==> src/rtl/serial_word_capture_if.sv <==
// ----------------------------------------------------------------------------
// serial_word_capture_if
//
// Bundles the serial input and the parallel word outputs of
// serial_word_capture.
//
// Parameter:
//   WIDTH       word length in bits; must match the attached capture block.
//
// Signals:
//   din         serial data bit (from generated_signal)
//   din_en      bit qualifier (from ENdin)
//   word_out    last completed word, held until the next completion
//   word_valid  one-cycle strobe, word_out just updated
//   abort       one-cycle strobe, partial frame discarded
//   word_count  completed words since reset, saturating
//   match       compare result for word_out      (CAPTURE_CMP_EN only)
//   err_count   mismatching words, saturating    (CAPTURE_CMP_EN only)
//
// Modports:
//   master      the side that drives the serial stream and observes words
//   slave       the capture block itself
//
// Build option: define CAPTURE_CMP_EN to add the match/err_count signals.
// ----------------------------------------------------------------------------
interface serial_word_capture_if #(
    parameter int WIDTH = 8
);
    logic             din;
    logic             din_en;
    logic [WIDTH-1:0] word_out;
    logic             word_valid;
    logic             abort;
    logic [15:0]      word_count;
`ifdef CAPTURE_CMP_EN
    logic             match;
    logic [7:0]       err_count;

    modport master (
        output din, din_en,
        input  word_out, word_valid, abort, word_count, match, err_count
    );

    modport slave (
        input  din, din_en,
        output word_out, word_valid, abort, word_count, match, err_count
    );
`else
    modport master (
        output din, din_en,
        input  word_out, word_valid, abort, word_count
    );

    modport slave (
        input  din, din_en,
        output word_out, word_valid, abort, word_count
    );
`endif
endinterface

==> src/rtl/serial_word_capture.sv <==
// ----------------------------------------------------------------------------
// serial_word_capture
//
// Samples a serial bit stream while its qualifier is high and packs
// consecutive enabled bits into WIDTH-bit words. Each completed word is
// presented with a one-cycle valid strobe and counted; a frame cut short by
// the qualifier dropping is discarded with a one-cycle abort strobe.
// Optionally every completed word is compared against a fixed pattern.
//
// Parameters:
//   WIDTH      word length, 2..32
//   MSB_FIRST  1: first received bit ends in word_out[WIDTH-1]
//              0: first received bit ends in word_out[0]
//   EXPECTED   reference word (low WIDTH bits used), compare build only
//
// Ports:
//   CLK        clock, rising edge
//   RST        asynchronous active-high reset
//   bus        serial_word_capture_if.slave (din, din_en in; word_out,
//              word_valid, abort, word_count [, match, err_count] out)
//
// Build option: define CAPTURE_CMP_EN to enable the word comparator
// (match, err_count). Without it those signals and their logic are absent
// and EXPECTED is ignored.
// ----------------------------------------------------------------------------
module serial_word_capture #(
    parameter int          WIDTH     = 8,
    parameter bit          MSB_FIRST = 1'b1,
    parameter logic [31:0] EXPECTED  = 32'h0000_00A5
) (
    input  logic                          CLK,
    input  logic                          RST,
    serial_word_capture_if.slave          bus
);

    localparam int CNT_W = $clog2(WIDTH + 1);
    localparam logic [CNT_W-1:0] LAST_IDX = CNT_W'(WIDTH - 1);

    typedef enum logic {
        IDLE  = 1'b0,
        SHIFT = 1'b1
    } state_t;

    state_t state_reg, state_next;

    logic [WIDTH-1:0] sr_reg, sr_next;
    logic [CNT_W-1:0] bit_cnt_reg, bit_cnt_next;
    logic [WIDTH-1:0] word_out_reg, word_out_next;
    logic             word_valid_reg, word_valid_next;
    logic             abort_reg, abort_next;
    logic [15:0]      word_count_reg, word_count_next;
    logic [WIDTH-1:0] sr_shifted;
    logic             word_done;

`ifdef CAPTURE_CMP_EN
    localparam logic [WIDTH-1:0] EXPECTED_WORD = EXPECTED[WIDTH-1:0];
    logic             match_reg, match_next;
    logic [7:0]       err_count_reg, err_count_next;
`endif

    // Shift register contents after taking in the current bit.
    generate
        if (MSB_FIRST) begin : g_msb_first
            assign sr_shifted = {sr_reg[WIDTH-2:0], bus.din};
        end else begin : g_lsb_first
            assign sr_shifted = {bus.din, sr_reg[WIDTH-1:1]};
        end
    endgenerate

    // The bit being sampled now is the WIDTH-th of the frame. Bit 1 is always
    // taken in IDLE, so completion can only happen from SHIFT.
    assign word_done = (state_reg == SHIFT) && bus.din_en && (bit_cnt_reg == LAST_IDX);

    // ------------------------------------------------------------------
    // State register
    // ------------------------------------------------------------------
    always_ff @(posedge CLK or posedge RST) begin
        if (RST) begin
            state_reg <= IDLE;
        end else begin
            state_reg <= state_next;
        end
    end

    // ------------------------------------------------------------------
    // Next-state logic
    // ------------------------------------------------------------------
    always_comb begin
        state_next = state_reg;
        unique case (state_reg)
            IDLE: begin
                if (bus.din_en) begin
                    state_next = SHIFT;
                end
            end
            SHIFT: begin
                // Return to IDLE both on completion and on abort; after a
                // completion the next enabled bit is picked up from IDLE with
                // no gap cycle.
                if (!bus.din_en || word_done) begin
                    state_next = IDLE;
                end
            end
            default: state_next = IDLE;
        endcase
    end

    // ------------------------------------------------------------------
    // Output / datapath logic (next values of all registered outputs)
    // ------------------------------------------------------------------
    always_comb begin
        sr_next         = sr_reg;
        bit_cnt_next    = bit_cnt_reg;
        word_out_next   = word_out_reg;
        word_valid_next = 1'b0;
        abort_next      = 1'b0;
        word_count_next = word_count_reg;
`ifdef CAPTURE_CMP_EN
        match_next      = match_reg;
        err_count_next  = err_count_reg;
`endif
        unique case (state_reg)
            IDLE: begin
                if (bus.din_en) begin
                    sr_next      = sr_shifted;
                    bit_cnt_next = CNT_W'(1);
                end
            end
            SHIFT: begin
                if (bus.din_en) begin
                    sr_next = sr_shifted;
                    if (word_done) begin
                        word_out_next   = sr_shifted;
                        word_valid_next = 1'b1;
                        bit_cnt_next    = '0;
                        if (word_count_reg != 16'hFFFF) begin
                            word_count_next = word_count_reg + 16'd1;
                        end
`ifdef CAPTURE_CMP_EN
                        match_next = (sr_shifted == EXPECTED_WORD);
                        if ((sr_shifted != EXPECTED_WORD) && (err_count_reg != 8'hFF)) begin
                            err_count_next = err_count_reg + 8'd1;
                        end
`endif
                    end else begin
                        bit_cnt_next = bit_cnt_reg + CNT_W'(1);
                    end
                end else begin
                    // Enable dropped mid-frame: throw the partial word away
                    // but leave the published word and counters alone.
                    abort_next   = 1'b1;
                    sr_next      = '0;
                    bit_cnt_next = '0;
                end
            end
            default: begin
                sr_next      = '0;
                bit_cnt_next = '0;
            end
        endcase
    end

    // ------------------------------------------------------------------
    // Datapath registers
    // ------------------------------------------------------------------
    always_ff @(posedge CLK or posedge RST) begin
        if (RST) begin
            sr_reg         <= '0;
            bit_cnt_reg    <= '0;
            word_out_reg   <= '0;
            word_valid_reg <= 1'b0;
            abort_reg      <= 1'b0;
            word_count_reg <= '0;
        end else begin
            sr_reg         <= sr_next;
            bit_cnt_reg    <= bit_cnt_next;
            word_out_reg   <= word_out_next;
            word_valid_reg <= word_valid_next;
            abort_reg      <= abort_next;
            word_count_reg <= word_count_next;
        end
    end

`ifdef CAPTURE_CMP_EN
    always_ff @(posedge CLK or posedge RST) begin
        if (RST) begin
            match_reg     <= 1'b0;
            err_count_reg <= '0;
        end else begin
            match_reg     <= match_next;
            err_count_reg <= err_count_next;
        end
    end

    assign bus.match     = match_reg;
    assign bus.err_count = err_count_reg;
`endif

    assign bus.word_out   = word_out_reg;
    assign bus.word_valid = word_valid_reg;
    assign bus.abort      = abort_reg;
    assign bus.word_count = word_count_reg;

endmodule

==> src/flat_wrapper.sv <==
// flat-port wrapper written by rule: the top's interface ports become plain ports
module serial_word_capture_flat 
#(
    parameter int          WIDTH     = 8,
    parameter bit          MSB_FIRST = 1'b1,
    parameter logic [31:0] EXPECTED  = 32'h0000_00A5
)
  (CLK, RST, bus_din, bus_din_en, bus_word_out, bus_word_valid, bus_abort, bus_word_count);
  serial_word_capture_if #(.WIDTH(WIDTH)) bus_i ();
  input  logic CLK;
  input  logic RST;
  input wire logic [$bits(bus_i.din)-1:0] bus_din;
  input wire logic [$bits(bus_i.din_en)-1:0] bus_din_en;
  output wire logic [$bits(bus_i.word_out)-1:0] bus_word_out;
  output wire logic [$bits(bus_i.word_valid)-1:0] bus_word_valid;
  output wire logic [$bits(bus_i.abort)-1:0] bus_abort;
  output wire logic [$bits(bus_i.word_count)-1:0] bus_word_count;
  assign bus_i.din = bus_din;
  assign bus_i.din_en = bus_din_en;
  assign bus_word_out = bus_i.word_out;
  assign bus_word_valid = bus_i.word_valid;
  assign bus_abort = bus_i.abort;
  assign bus_word_count = bus_i.word_count;
  serial_word_capture #(.WIDTH(WIDTH), .MSB_FIRST(MSB_FIRST), .EXPECTED(EXPECTED)) u_core (.CLK(CLK), .RST(RST), .bus(bus_i));
endmodule
==> config.mk <==
export PLATFORM = sky130hd
export DESIGN_NAME = serial_word_capture_flat
export DESIGN_NICKNAME = d
export VERILOG_FILES = /design/src/rtl/serial_word_capture_if.sv /design/src/rtl/serial_word_capture.sv /design/src/flat_wrapper.sv
export SDC_FILE = /design/constraint.sdc
export NUM_CORES = 1
export LEC_CHECK = 0
export BUFFER_PORTS_ARGS = -buffer_cell sky130_fd_sc_hd__buf_4
export CAP_MARGIN = 10
export CORE_AREA = 2 2 90 83
export CTS_BUF_LIST = sky130_fd_sc_hd__clkbuf_8
export DETAILED_ROUTE_END_ITERATION = 12
export DIE_AREA = 0 0 92 85
export GPL_ROUTABILITY_DRIVEN = 0
export GPL_TIMING_DRIVEN = 1
export HOLD_SLACK_MARGIN = 0.15
export PLACE_DENSITY = 0.43
export REMOVE_ABC_BUFFERS = 1
export SLEW_MARGIN = 20
export SYNTH_ARGS = -nofsm -noshare
export SYNTH_HDL_FRONTEND = slang
export SYNTH_SLANG_ARGS = --single-unit
==> constraint.sdc <==
create_clock -name CLK -period 2.6 [get_ports CLK]
set_clock_uncertainty 0.15 [all_clocks]
set_input_delay 0.13 -clock CLK [delete_from_list [all_inputs] [get_ports CLK]]
set_output_delay 0.13 -clock CLK [all_outputs]
set_load 0.02 [all_outputs]
Yosys cells after proc, flatten, opt, wreduce, memory -nomap -nowiden
Index checks and enable logic that the tools add are counted.
- register bits: 38
- logic and storage cells: 34
- output and inout bits: 26
- input bits: 4
- equality and inequality tests: 3
- reductions and logical operators: 6
- add/sub/neg operators: 2
- mux-type cells: 15
- bitwise gates (word level): 1
- operator list (cell ; number):
    16-bit by 1-bit adder with 16-bit output (second input constant) ; 1
    16-bit != test (second input constant) ; 1
    7-bit 2-to-1 mux ; 2
    7-bit one-hot mux with 2 select lines ; 1
    4-bit 2-to-1 mux ; 3
    4-bit one-hot mux with 2 select lines ; 1
    1-bit 2-to-1 mux ; 7
    4-bit by 1-bit adder with 4-bit output (second input constant) ; 1
    4-bit by 3-bit == test with 1-bit output (second input constant) ; 1
    4-bit AND reduction ; 1
    3-bit AND reduction ; 1
    1-bit logical AND ; 2
    2-bit != test (second input constant) ; 1
    1-bit one-hot mux with 2 select lines ; 1
    1-bit zero test ; 1
    1-bit logical OR ; 1
    1-bit inverter ; 1

Logic depth before layout (Yosys ltp)
- depth in word-level cells: 5
- mapped depth: 6
- gate-level depth less buffers: 5

Worst setup path after synthesis
Ideal clock, no wire load.
- path type: register to register
- from: register u_core.word_count_reg[0], in the netlist u_core.bus.word_count[0]
- to: register u_core.word_count_reg[1], in the netlist u_core.bus.word_count[1]
- required time: 2.325 ns
- setup time: 0.125 ns
- slack: 0.520 ns
- stages on the path, launching flop included: 6
- clock period less this slack: 2.080 ns
- arrival time: 1.805 ns
- path buffers: 0
- cells stage by stage: dfrtp_1 ha_1 nand4_1 nor4_2 nor2_1 mux2_2
- word-level cells in the longest chain between the ends: 2
- elaborated cells on any way between the ends: 3
- classes of those cells: add/sub (1); eq/ne (1); reduce/logical (1)
- RTL lines (item ; line ; RTL):
    from (decl) ; serial_word_capture.sv:51 ; logic [15:0] word_count_reg, word_count_next;
    from (signal assigned) ; serial_word_capture.sv:180 ; word_count_reg <= word_count_next;
    branches (longest 2 deep; another with 16-bit by 1-bit adder with 16-bit output) ; - ;
Several ways; the timed one is not identified.
A chain may end at the register's enable or synchronous reset.

Worst setup path in the final report
- from: register u_core.state_reg
- to: register u_core.word_count_reg[10], in the netlist u_core.bus.word_count[10]
- word-level cells in the longest chain between the ends: 3
- RTL lines (item ; line ; RTL):
    from (decl) ; serial_word_capture.sv:44 ; state_t state_reg, state_next;
    from (signal assigned) ; serial_word_capture.sv:81 ; state_reg <= state_next;
    1-bit logical AND (2 in a row) ; serial_word_capture.sv:72 ; assign word_done = (state_reg == SHIFT) && bus.din_en && (bit_cnt_reg == LAST_IDX);
    4-bit AND reduction (no line) * ; - ;
Every way passes the cells marked *; elsewhere a longest branch is shown, timed or not.

==> summary.txt <==
Leakage Power: 1.053 nW
Vias in the first global route: 1257
CP max-delay cell: dfrtp_1
Crit path launch: u_core.state_reg
Mapped Cells: 147
CP endpoint kind: register
Critical path fanouts, max: 14
Async SR Flop Fraction: 100.0%
Via/cell ratio: 4.429
GRT Util Overall: 9.326%
Initial antenna violation count: 0
Reg-to-reg startpoint: u_core.state_reg
Hold path depth: 2
DRC Markers: 0
Status: finished clean
Tmin final: 2.174 ns
Register Area: 950.9 um^2
Setup TNS: 0 ns
DPL Wire Length: 2.346 mm
Pins Over Slew Limit: 0
Die Ht: 85 um
Row cnt: 29
Avg Cell Area, Syn: 11.36 um^2
Final hold violations: 0
Die area: 7820 um^2
Rel. slew slack: 68.44%
Max frequency: 459.9 MHz
CTS sink count: 38
Core area: 6894 um^2
Yosys warns: 0
Routed wire length: 3.438 mm
ANT cells: 0
Max Cap Viol: 0
Final period utilization: 83.63%
Final hold slack: 0.3596 ns
R2R depth: 4
Min-Delay Path Class: reg -> reg
Max FFs per register: 16
Cell Area, Synth: 1670 um^2
Seq/Total Area, Yosys: 56.93%
Startpoint Class: register
CTS root buf: clkbuf_8
Grt ovf: 0
Final core utilization: 31.16%
Power Total: 1.108 mW
Worst path buffer plus inverter count: 0
RSZ-0062 raised after global routing: no
R2r endpoint: u_core.bus.word_count[10]
WL/cell: 12.28 um
Synthesis-to-layout area growth: 28.61%
Fillers: 724
Max Root-Sink Buffers: 2
CTS H-tree depth: 2
Initial DRC count: 61
ANT nets after route: 0
Crit path kind: reg -> reg
First-pass DRT Iterations: 4
Sink of the worst hold path: u_core.sr_reg[4]
Flop and latch count out of synthesis: 38
First-pass GRT wire length: 5.830 mm
Final net count: 192
Required time of the critical path: 2.63 ns
Crit path max-delay family: simple AND/OR/NAND/NOR gates
Power density over the cells: 515.6 nW/um^2
Die X: 92 um
Hold path start: u_core.sr_reg[3]
Largest stage delay on the critical path: 0.59 ns
Crit-path cells: nand2_2 > or4_4 > or4b_1 > xnor2_1
Cell variety after synth: 31
Area of the multi-input gates: 691.9 um^2
CTS buffer count: 5
Worst-Margin Slew: 0.4721 ns
Finish-stage setup viols: 0
CP Data Arrival Time: 2.20 ns
Worst skew pair latency: 0.29 ns
Starting Density: 24.23%
CTS tree: done
Post-CTS setup buffers: 0
EDFF count, synth: 0
Ys flop type: dfrtp_1
Top Ports: 30
Largest net degree at the start of global routing: 39
Maximum vdd drop: 0.0001966 V
Fraction of layout instances using a drive strength above 1: 27.81%
Clock transition at path regs: 0.07 ns
I/O Buffers: 29
Worst R2R Setup Slack: 0.43 ns
Via count: 1240
[stage by stage]
step,setup WS (ns),area [um^2],std cells
6_report,0.4256,2148,280
5_1_grt,0.2853,2148,280
4_1_cts,0.4196,2148,280
3_5_place_dp,0.4264,2007,267
3_3_place_gp,0.4553,2007,267
2_1_floorplan,0.4678,1650,142
[metal layers]
layer	wire (um)	vias up	GRT usage [%]
met5	0	-	0
met4	52	0	3.664
met3	204	8	2.931
met2	1509	31	14.44
met1	1671	602	12.23
li1	-	599	-
[cell type report]
cell class	instances	share of cell area (%)
sequential	38	44.26
multi-input combinational	102	32.21
timing repair buffer	37	13.51
tap	93	5.416
clock buffer	6	3.844
clock inverter	2	0.4077
inverter	2	0.3494
[synth_stat cells (2+ instances only)]
cell / instances / area (um^2)
dfrtp_1: 38 / 950.9
nand2_1: 14 / 52.55
xor2_1: 12 / 105.1
o21ai_0: 11 / 55.05
mux2_2: 10 / 112.6
nand2b_1: 8 / 50.05
nand3_1: 8 / 40.04
nand4_1: 6 / 37.54
nor3_1: 6 / 30.03
nor4_1: 5 / 31.28
clkbuf_1: 4 / 15.01
ha_1: 2 / 25.02
inv_1: 2 / 7.510
nor2_1: 2 / 7.510
or3_1: 2 / 12.51
xnor2_1: 2 / 17.52
[how the worst max path moves through the flow]
stage	to	slack [ns]	depth (start not counted)
6_report	u_core.bus.word_count[10]	0.43	4
4_1_cts	u_core.bus.word_count[10]	0.42	4
5_1_grt	u_core.bus.word_count[1]	0.29	5
2_1_floorplan	u_core.bus.word_count[14]	0.47	5
3_3_place_gp	u_core.bus.word_count[10]	0.46	4
3_5_place_dp	u_core.bus.word_count[10]	0.43	4
[worst min-delay path, delay by kind of cell (launching register included)]
family / cells / cell delay (ns)
AO/OA/AOI/OAI: 1 / 0.06
flip-flops: 1 / 0.37
AND/OR/NAND/NOR: 1 / 0.05
[where the power goes]
group	switching (mW)	internal [mW]
logic	0.0388	0.0327
registers	0.0181	0.608
clock network	0.200	0.210
[placed cells by master (no fill, tap or decap)]
| cell | n |
|---|---|
| dlygate4sd3_1 | 5 |
| nor4_1 | 5 |
| nand2_1 | 14 |
| and2_1 | 1 |
| o41ai_1 | 1 |
| o21ai_0 | 11 |
| xnor2_1 | 2 |
| buf_4 | 32 |
| or4_4 | 1 |
| a21boi_0 | 1 |
| dfrtp_1 | 38 |
| clkinv_2 | 1 |
| nor2b_1 | 1 |
| and3b_1 | 1 |
| and3_1 | 1 |
| xor2_1 | 12 |
| or4b_1 | 1 |
| clkbuf_8 | 6 |
| mux2_2 | 10 |
| o21a_1 | 1 |
| nor3_1 | 6 |
| nand4_1 | 6 |
| inv_1 | 3 |
| ha_1 | 2 |
| nand3_1 | 8 |
| nand2_2 | 1 |
| nor3b_1 | 1 |
| nor2_1 | 2 |
| and2b_1 | 1 |
| nand2b_1 | 8 |
| nor4_2 | 1 |
| or3_1 | 2 |
| nor4b_1 | 1 |
[cells by family (layout without fill, tap and decap cells)]
| group | count (synthesis) | in the layout | synth area share (%) |
|---|---|---|---|
| fa+ha+maj | 2 | 2 | 1.498 |
| simple gates | 62 | 62 | 21.13 |
| buf+inv | 7 | 47 | 1.648 |
| compound gates | 14 | 14 | 4.719 |
| xor+xnor | 14 | 14 | 7.341 |
| flops | 38 | 38 | 56.93 |
| mux | 10 | 10 | 6.742 |
[what timing repair did]
action | 4_1_cts | 5_1_grt
hold endpoints to repair | 52 | 0
hold buffers | 5 | 0
setup endpoints to repair | 0 | 0
gates resized for setup | 0 | 0
No activity file was read; power rests on OpenSTA's default activity.
